==> config.mk <==
export PLATFORM = sky130hd
export DESIGN_NAME = fir_sample_feeder
export DESIGN_NICKNAME = d
export VERILOG_FILES = /design/src/rtl/fir_sample_feeder.sv
export SDC_FILE = /design/constraint.sdc
export NUM_CORES = 2
export LEC_CHECK = 0
export CAP_MARGIN = 10
export CELL_PAD_IN_SITES_DETAIL_PLACEMENT = 0
export CELL_PAD_IN_SITES_GLOBAL_PLACEMENT = 1
export CORE_AREA = 2 2 557 559
export DETAILED_ROUTE_END_ITERATION = 8
export DIE_AREA = 0 0 559 561
export DONT_BUFFER_PORTS = 1
export PLACE_DENSITY_LB_ADDON = 0.1
export SLEW_MARGIN = 20
export SYNTH_ARGS = -nofsm -noshare
export SYNTH_HDL_FRONTEND = slang
export SYNTH_SLANG_ARGS = --single-unit
==> constraint.sdc <==
create_clock -name clk -period 42.4 [get_ports clk]
set_clock_uncertainty 0.05 [all_clocks]
set_input_delay 6.36 -clock clk [delete_from_list [all_inputs] [get_ports clk]]
set_output_delay 6.36 -clock clk [all_outputs]
set_load 0.01 [all_outputs]
==> src/rtl/fir_sample_feeder.sv <==
// fir_sample_feeder: input FIFO, 29-tap complex sample delay line and the
// three-pass control strobes that sequence the FIR datapath accumulator.

package fir_sample_feeder_pkg;
  localparam int DATA_W = 24;
  localparam int TAPS   = 29;

  typedef struct packed {
    logic signed [DATA_W-1:0] I;
    logic signed [DATA_W-1:0] Q;
  } samp_t;
endpackage

module fir_sample_feeder
  import fir_sample_feeder_pkg::*;
#(
  parameter int DEPTH   = 4,
  parameter int ACC_DLY = 2
) (
  input  logic                     clk,
  input  logic                     reset,
  input  logic                     PushIn,
  input  logic signed [DATA_W-1:0] SampI,
  input  logic signed [DATA_W-1:0] SampQ,
  output logic                     StopIn,
  output samp_t [TAPS-1:0]         samp,
  output logic [1:0]               mux_sel,
  output logic                     partialProductAccumulate_valid,
  output logic                     finalAccumulateRounding_en
);

  localparam int AW = $clog2(DEPTH);

  typedef enum logic [1:0] {
    IDLE  = 2'd0,
    PASS0 = 2'd1,
    PASS1 = 2'd2,
    PASS2 = 2'd3
  } state_t;

  samp_t         mem [DEPTH];
  logic [AW-1:0] wr_ptr;
  logic [AW-1:0] rd_ptr;
  logic [AW:0]   count;
  logic          push;
  logic          pop;
  logic          fifo_empty;

  state_t        state;
  state_t        state_nxt;
  logic          is_pass12;
  logic          is_pass2;
  logic [ACC_DLY:0] pass2_dly;

  // A push while full is dropped; StopIn comes straight off the registered count.
  assign StopIn     = (count == (AW+1)'(DEPTH));
  assign fifo_empty = (count == '0);
  assign push       = PushIn & ~StopIn;

  // Stage: FIFO storage write (data only, no reset needed)
  always_ff @(posedge clk) begin
    if (push) begin
      mem[wr_ptr] <= '{I: SampI, Q: SampQ};
    end
  end

  // FIFO pointers and occupancy; simultaneous push and pop leaves count unchanged
  always_ff @(posedge clk or posedge reset) begin
    if (reset) begin
      wr_ptr <= '0;
      rd_ptr <= '0;
      count  <= '0;
    end else begin
      if (push) wr_ptr <= wr_ptr + 1'b1;
      if (pop)  rd_ptr <= rd_ptr + 1'b1;
      case ({push, pop})
        2'b10:   count <= count + 1'b1;
        2'b01:   count <= count - 1'b1;
        default: count <= count;
      endcase
    end
  end

  // Pass sequencer state register
  always_ff @(posedge clk or posedge reset) begin
    if (reset) begin
      state <= IDLE;
    end else begin
      state <= state_nxt;
    end
  end

  // Pass sequencer: pop on entry to PASS0, one mux_sel value per pass
  always_comb begin
    state_nxt = state;
    pop       = 1'b0;
    mux_sel   = 2'd0;
    case (state)
      IDLE: begin
        if (!fifo_empty) begin
          pop       = 1'b1;
          state_nxt = PASS0;
        end
      end
      PASS0: begin
        state_nxt = PASS1;
      end
      PASS1: begin
        mux_sel   = 2'd1;
        state_nxt = PASS2;
      end
      PASS2: begin
        mux_sel = 2'd2;
        if (!fifo_empty) begin
          pop       = 1'b1;
          state_nxt = PASS0;
        end else begin
          state_nxt = IDLE;
        end
      end
      default: begin
        state_nxt = IDLE;
      end
    endcase
  end

  // Stage: delay line, shifts only on a pop so taps hold for all three passes
  always_ff @(posedge clk or posedge reset) begin
    if (reset) begin
      samp <= '0;
    end else if (pop) begin
      samp <= {samp[TAPS-2:0], mem[rd_ptr]};
    end
  end

  assign is_pass12 = (state == PASS1) || (state == PASS2);
  assign is_pass2  = (state == PASS2);

  // Accumulate-valid tap: pass12 term lined up with the datapath accumulator input
  generate
    if (ACC_DLY == 0) begin : g_vld_nodly
      assign partialProductAccumulate_valid = is_pass12;
    end else begin : g_vld_dly
      logic [ACC_DLY-1:0] pass12_dly;

      // Stage: pass12 control pipe, cleared by reset so no stale accumulate survives
      always_ff @(posedge clk or posedge reset) begin
        if (reset) begin
          pass12_dly <= '0;
        end else begin
          pass12_dly[0] <= is_pass12;
          for (int k = 1; k < ACC_DLY; k++) begin
            pass12_dly[k] <= pass12_dly[k-1];
          end
        end
      end

      assign partialProductAccumulate_valid = pass12_dly[ACC_DLY-1];
    end
  endgenerate

  // Stage: pass2 control pipe, one cycle longer so the final strobe follows the last accumulate
  always_ff @(posedge clk or posedge reset) begin
    if (reset) begin
      pass2_dly <= '0;
    end else begin
      pass2_dly[0] <= is_pass2;
      for (int k = 1; k <= ACC_DLY; k++) begin
        pass2_dly[k] <= pass2_dly[k-1];
      end
    end
  end

  assign finalAccumulateRounding_en = pass2_dly[ACC_DLY];

endmodule

Yosys cells after proc, flatten, opt, wreduce, memory -nomap -nowiden
Memory sizes are Yosys's and may differ from the RTL's. A register that Yosys moved wholly into a read port is not among the register bits.
Cells that the tools add are included.
{"block": "word_totals", "ram_bits": 192, "reg_bits": 1358, "in_bits": 51, "output_inout_bits": 1397, "n_memories": 1}
{"block": "op_classes", "bitwise_logic": 2, "mux": 9, "eq_ne": 7, "reduce_logical": 5, "addsub": 4}
{"name": "mem", "depth": 4, "word_bits": 48, "read_ports": 1, "rd_ports_with_merged_regs": 1, "wr": 1, "line": "41", "rtl": "samp_t mem [DEPTH];"}
{"cell": "2-bit one-hot mux with 4 select lines", "n": 1}
{"cell": "2-bit equality test (second input constant)", "n": 3}
{"cell": "3-bit one-hot mux with 2 select lines", "n": 1}
{"cell": "1-bit 2-to-1 mux", "n": 5}
{"cell": "2-bit by 1-bit adder with 2-bit output (second input constant)", "n": 2}
{"cell": "2-bit by 1-bit equality test with 1-bit output (second input constant)", "n": 2}
{"cell": "2-bit one-hot mux with 2 select lines", "n": 1}
{"cell": "3-bit by 1-bit adder with 3-bit output (second input constant)", "n": 1}
{"cell": "3-bit equality test (second input constant)", "n": 1}
{"cell": "3-bit logical NOT", "n": 1}
{"cell": "3-bit by 1-bit subtractor with 3-bit output (second input constant)", "n": 1}
{"cell": "2-bit logical NOT", "n": 1}
{"cell": "2-bit 2-to-1 mux", "n": 1}
{"cell": "2-bit != test (second input constant)", "n": 1}
{"cell": "2-bit nonzero test", "n": 1}
{"cell": "2-bit OR reduction", "n": 1}
{"cell": "1-bit AND", "n": 1}
{"cell": "1-bit logical OR", "n": 1}
{"cell": "1-bit inverter", "n": 1}

Depth between registers and ports, before layout
{"block": "depth", "word_depth": 5, "ltp_mapped": 14, "ltp_nobuf": 10}

Worst setup path before layout
No wires, ideal clock.
{"block": "synth_path", "path_kind": "input -> register", "start": "input port PushIn", "end": "memory mem[0][0] (netlist bit) (enable)", "arrival_ns": 7.880, "n_path_buf": 0, "cell_stages": 2, "setup_time_ns": 0.410, "path_slack_ns": 34.060, "required_ns": 41.940, "cell_sequence": "nor2b_1 -> and2_1"}
{"block": "synth_via", "elab_chain_len": 3}
{"element": "start: declaration", "line": "22", "rtl": "input logic PushIn,"}
{"element": "1-bit AND", "line": "58", "rtl": "assign push = PushIn & ~StopIn;"}
{"element": "1-bit 2-to-1 mux", "line": "62", "rtl": "if (push) begin"}
{"element": "1-bit 2-to-1 mux (implied by the code)", "line": "63", "rtl": "mem[wr_ptr] <= '{I: SampI, Q: SampQ};"}
{"element": "end: declaration", "line": "41"}
Every way passes these cells.

==> results.txt <==
- The run finished with clean final reports.
- Dpl hpwl: 173000 microns
- Hold bufs inserted after CTS: 0
* Overflow left after global routing: 0
* Top-Level Pins: 1448
* Detailed-route DRC error count: 0
- With fillers left out, the area of the finished cells amounts to 73800 sq um.
- Largest net degree at the start of global routing: 160
- Worst skew pair latency: 0.88 ns
- Count of standard-cell rows: 204
- The die covers 314000 sq um.
- Power consumption: 8.51 mW
- Part of the Yosys area used for sequential elements: 0.641
- Of the total synthesized cell area, the portion taken by AND, OR, NAND and NOR gates is 0.00147.
- Synth Area in Adders: 0.00208
- The number of pins with negative max-slew slack in the final report is 0.
- Final worst-path cycle share: 0.213
* Layout cells sized above 1: 0.512
- Counting along the longest clock path gives a buffer depth of 4.
- The share of total power dissipated in sequential elements is 0.437.
- Clock buffer count from CTS: 202
- Switch Pwr: 3.28 mW
- Number of cells produced by synthesis: 3252
* Maximum fanout along the worst path: 68
- The detail route stage leaves a number of antenna-violating nets equal to 0.
- Area growth from synthesis to layout: 15.5%
- The congestion estimate from routability-driven global placement came to 0.782.
* Count of nets after finishing: 3405
* Largest family of logic cells by synthesized area: multiplexers
- Area fraction in compound gates after synthesis: 0.000509
- Class of the most critical setup path: in -> async
* Initial DRT Pass Iterations: 4
- In this run, synthesis inferred 192 flip-flops with an integrated enable.
- The count of endpoints failing hold in the final timing report is 0.
* Number of H-tree levels: 4
- Power Density: 115 nW/um^2
- Max Clk Rate: 111 MHz
- Max-capacitance violation count: 0
* Post-synth top flop: sky130_fd_sc_hd__dfrtp_1
- The number of antenna violations at the first check in global routing came to 7.
- Share of flip-flops with an asynchronous set or reset: 0.880
- Port Buf Inserts: 0
- After clock tree synthesis, the repair step resized 0 gates.
- Endpoint required time on the critical path: 43.15 ns
- In this run the static leakage power is 32.9 nW.
- Distinct cell type count after synthesis: 29
- XOR/XNOR Fraction of Synth Area: 0.000822
* Height of the chip: 561 microns
* Vias: 28890
- The core region is 308000 sq um.
- Of the total power, combinational logic draws 0.355.
* Layout fillers: 31521
* Starting Density: 0.208
- Fraction of power spent switching nets: 0.385
- Clock transition at path regs: 0.05 ns
- Unrepaired setup endpoints after global routing: false
- Total negative slack: 0 ns
* Yosys Warn Count: 0
- STA classifies the critical path startpoint as an input pin.
- At the end of the flow the core is filled with cells to 0.240.
- TritonCTS Sinks: 1598
- Mux share of post-synthesis cell area: 0.315
- Across the VDD grid, the largest voltage drop is 0.000139 V.
- TritonCTS built the clock tree.
- Syn Nets: 3313
- Detail-routed via count per cell: 3.79
- Internal power: 5.23 mW
- Sum of routed wire length over all layers: 229000 microns
* Die width: 559 microns
- Synthesis inferred 1598 register bits.
* Min Tclk post-route: 9.02 ns
- Summing all placed instances gives a cell area of 67100 sq um.
* Synthesized area: 63900 sq um
- Path class of the lowest-slack min-delay path: reg -> reg
* Post-detailed-route wirelength per cell: 30.0 microns
* Number of global-route vias before repair: 30487
- The root buffer cell chosen for the clock tree is sky130_fd_sc_hd__clkbuf_16.
- Number of violations reported at the end of detailed-routing iteration 0: 1487
* Per-instance average area after synthesis: 19.7 sq um
- Signal arrival time at the worst endpoint: 9.78 ns
- Global-route usage over all layers: 0.142
- The worst setup path is captured at an asynchronous set/reset pin.
- The first global-routing pass estimated 310000 microns of wire.
- Post-CTS setup buffer count: 0
- On the final layout, the worst hold slack is 0.295 ns.
* Worst Tran Pin Value: 1.14 ns
- Final setup vio count: 0
- Part of the total power dissipated in the clock network: 0.207
- Worst relative slew slack: 0.242
stage by stage:
stage	instances	setup WS, ns
after floorplan	3252	16.53
after global placement	7260	32.27
after detailed placement	7260	32.25
after CTS	7625	33.18
after global routing	7626	32.85
final	7627	33.38
state kept, by name, indices dropped and copies added (netlist names):
signal                count
pass2_dly                 3
count                     3
g_vld_dly.pass12_dly      2
samp                   1392
state                     2
rd_ptr                    2
mem                     192
wr_ptr                    2
path summary, 6_finish.rpt:
check / startpoint / to / slack (ns) / cells past startpoint
max: reset / samp[982] / 33.38 / 5
min: pass2_dly[1] / pass2_dly[2] / 0.29 / 0
max reg2reg: state[0] / samp[973] / 36.01 / 10
min reg2reg: pass2_dly[1] / pass2_dly[2] / 0.29 / 0
max in group clk: count[1] / StopIn / 34.29 / 2
min in group asynchronous: reset / samp[954] / 5.32 / 1
power by group through the flow:
stage	Combinational, mW	Clock, mW	Sequential, mW
2_1_floorplan	3.13	0	3.01
3_3_place_gp	3.05	0	3.84
3_5_place_dp	3.07	0	3.84
4_1_cts	3.08	1.85	3.81
5_1_grt	3.23	1.90	3.86
6_report	3.02	1.77	3.72
synthesized netlist by cell type (all sizes together), types with 3 or more instances:
| library cell | count | area (sq um) |
|---|---|---|
| dfrtp | 1406 | 35200 |
| mux2 | 1393 | 19100 |
| edfxtp | 192 | 5770 |
| buf | 162 | 2450 |
| mux4 | 48 | 1080 |
| inv | 10 | 40.0 |
| ha | 9 | 113 |
| clkbuf | 5 | 18.8 |
| and2 | 4 | 25.0 |
| xnor2 | 3 | 26.3 |
| xor2 | 3 | 26.3 |
placed cells by master, fill, tap and decap left out, types with 3 or more instances in the layout:
cell type,n
sky130_fd_sc_hd__clkbuf_16,204
sky130_fd_sc_hd__mux4_2,48
sky130_fd_sc_hd__buf_4,51
sky130_fd_sc_hd__clkinv_2,13
sky130_fd_sc_hd__clkinvlp_4,3
sky130_fd_sc_hd__and2_2,4
sky130_fd_sc_hd__xor2_1,3
sky130_fd_sc_hd__edfxtp_1,192
sky130_fd_sc_hd__mux2_4,900
sky130_fd_sc_hd__clkinv_16,4
sky130_fd_sc_hd__ha_1,9
sky130_fd_sc_hd__mux2_2,493
sky130_fd_sc_hd__bufinv_16,17
sky130_fd_sc_hd__inv_1,8
sky130_fd_sc_hd__buf_12,4
sky130_fd_sc_hd__inv_6,4
sky130_fd_sc_hd__clkinv_8,3
sky130_fd_sc_hd__dfrtp_1,1404
sky130_fd_sc_hd__clkbuf_8,37
sky130_fd_sc_hd__xnor2_1,3
sky130_fd_sc_hd__clkbuf_1,70
sky130_fd_sc_hd__clkinv_1,8
routing by layer:
layer,wire (microns),up-vias,global-route usage,share of wire
li1,-,12079,-,-
met1,82300,15351,0.152,0.36
met2,110000,1221,0.234,0.48
met3,32300,239,0.0905,0.14
met4,4400,0,0.0290,0.019
met5,0,-,0,0
cells by family after synthesis:
family                     Yosys count
xor gates and xnor gates             6
DFF                               1598
buffers and inverters              177
and+or+nand+nor                     15
muxes                             1441
adders and majority gates           10
AOI/OAI and AO/OA                    5
area by class of cell:
cell class                      instances  area [sq um]  area share
Sequential cell                      1598         41000       0.555
Multi-Input combinational cell       1477         20500       0.277
Clock buffer                          311          5880      0.0796
Tap cell                             4120          5150      0.0698
Clock inverter                         54           862      0.0117
Timing Repair Buffer                   55           463     0.00627
Inverter                               10          57.6    0.000779
Antenna cell                            2          5.00   0.0000678
critical path: stages:
cell	delay, ns
sky130_fd_sc_hd__clkinvlp_4	0.27
sky130_fd_sc_hd__buf_4	0.69
sky130_fd_sc_hd__buf_4	0.67
sky130_fd_sc_hd__buf_4	0.80
sky130_fd_sc_hd__buf_4	0.84
(Power assumes the default switching activity.)
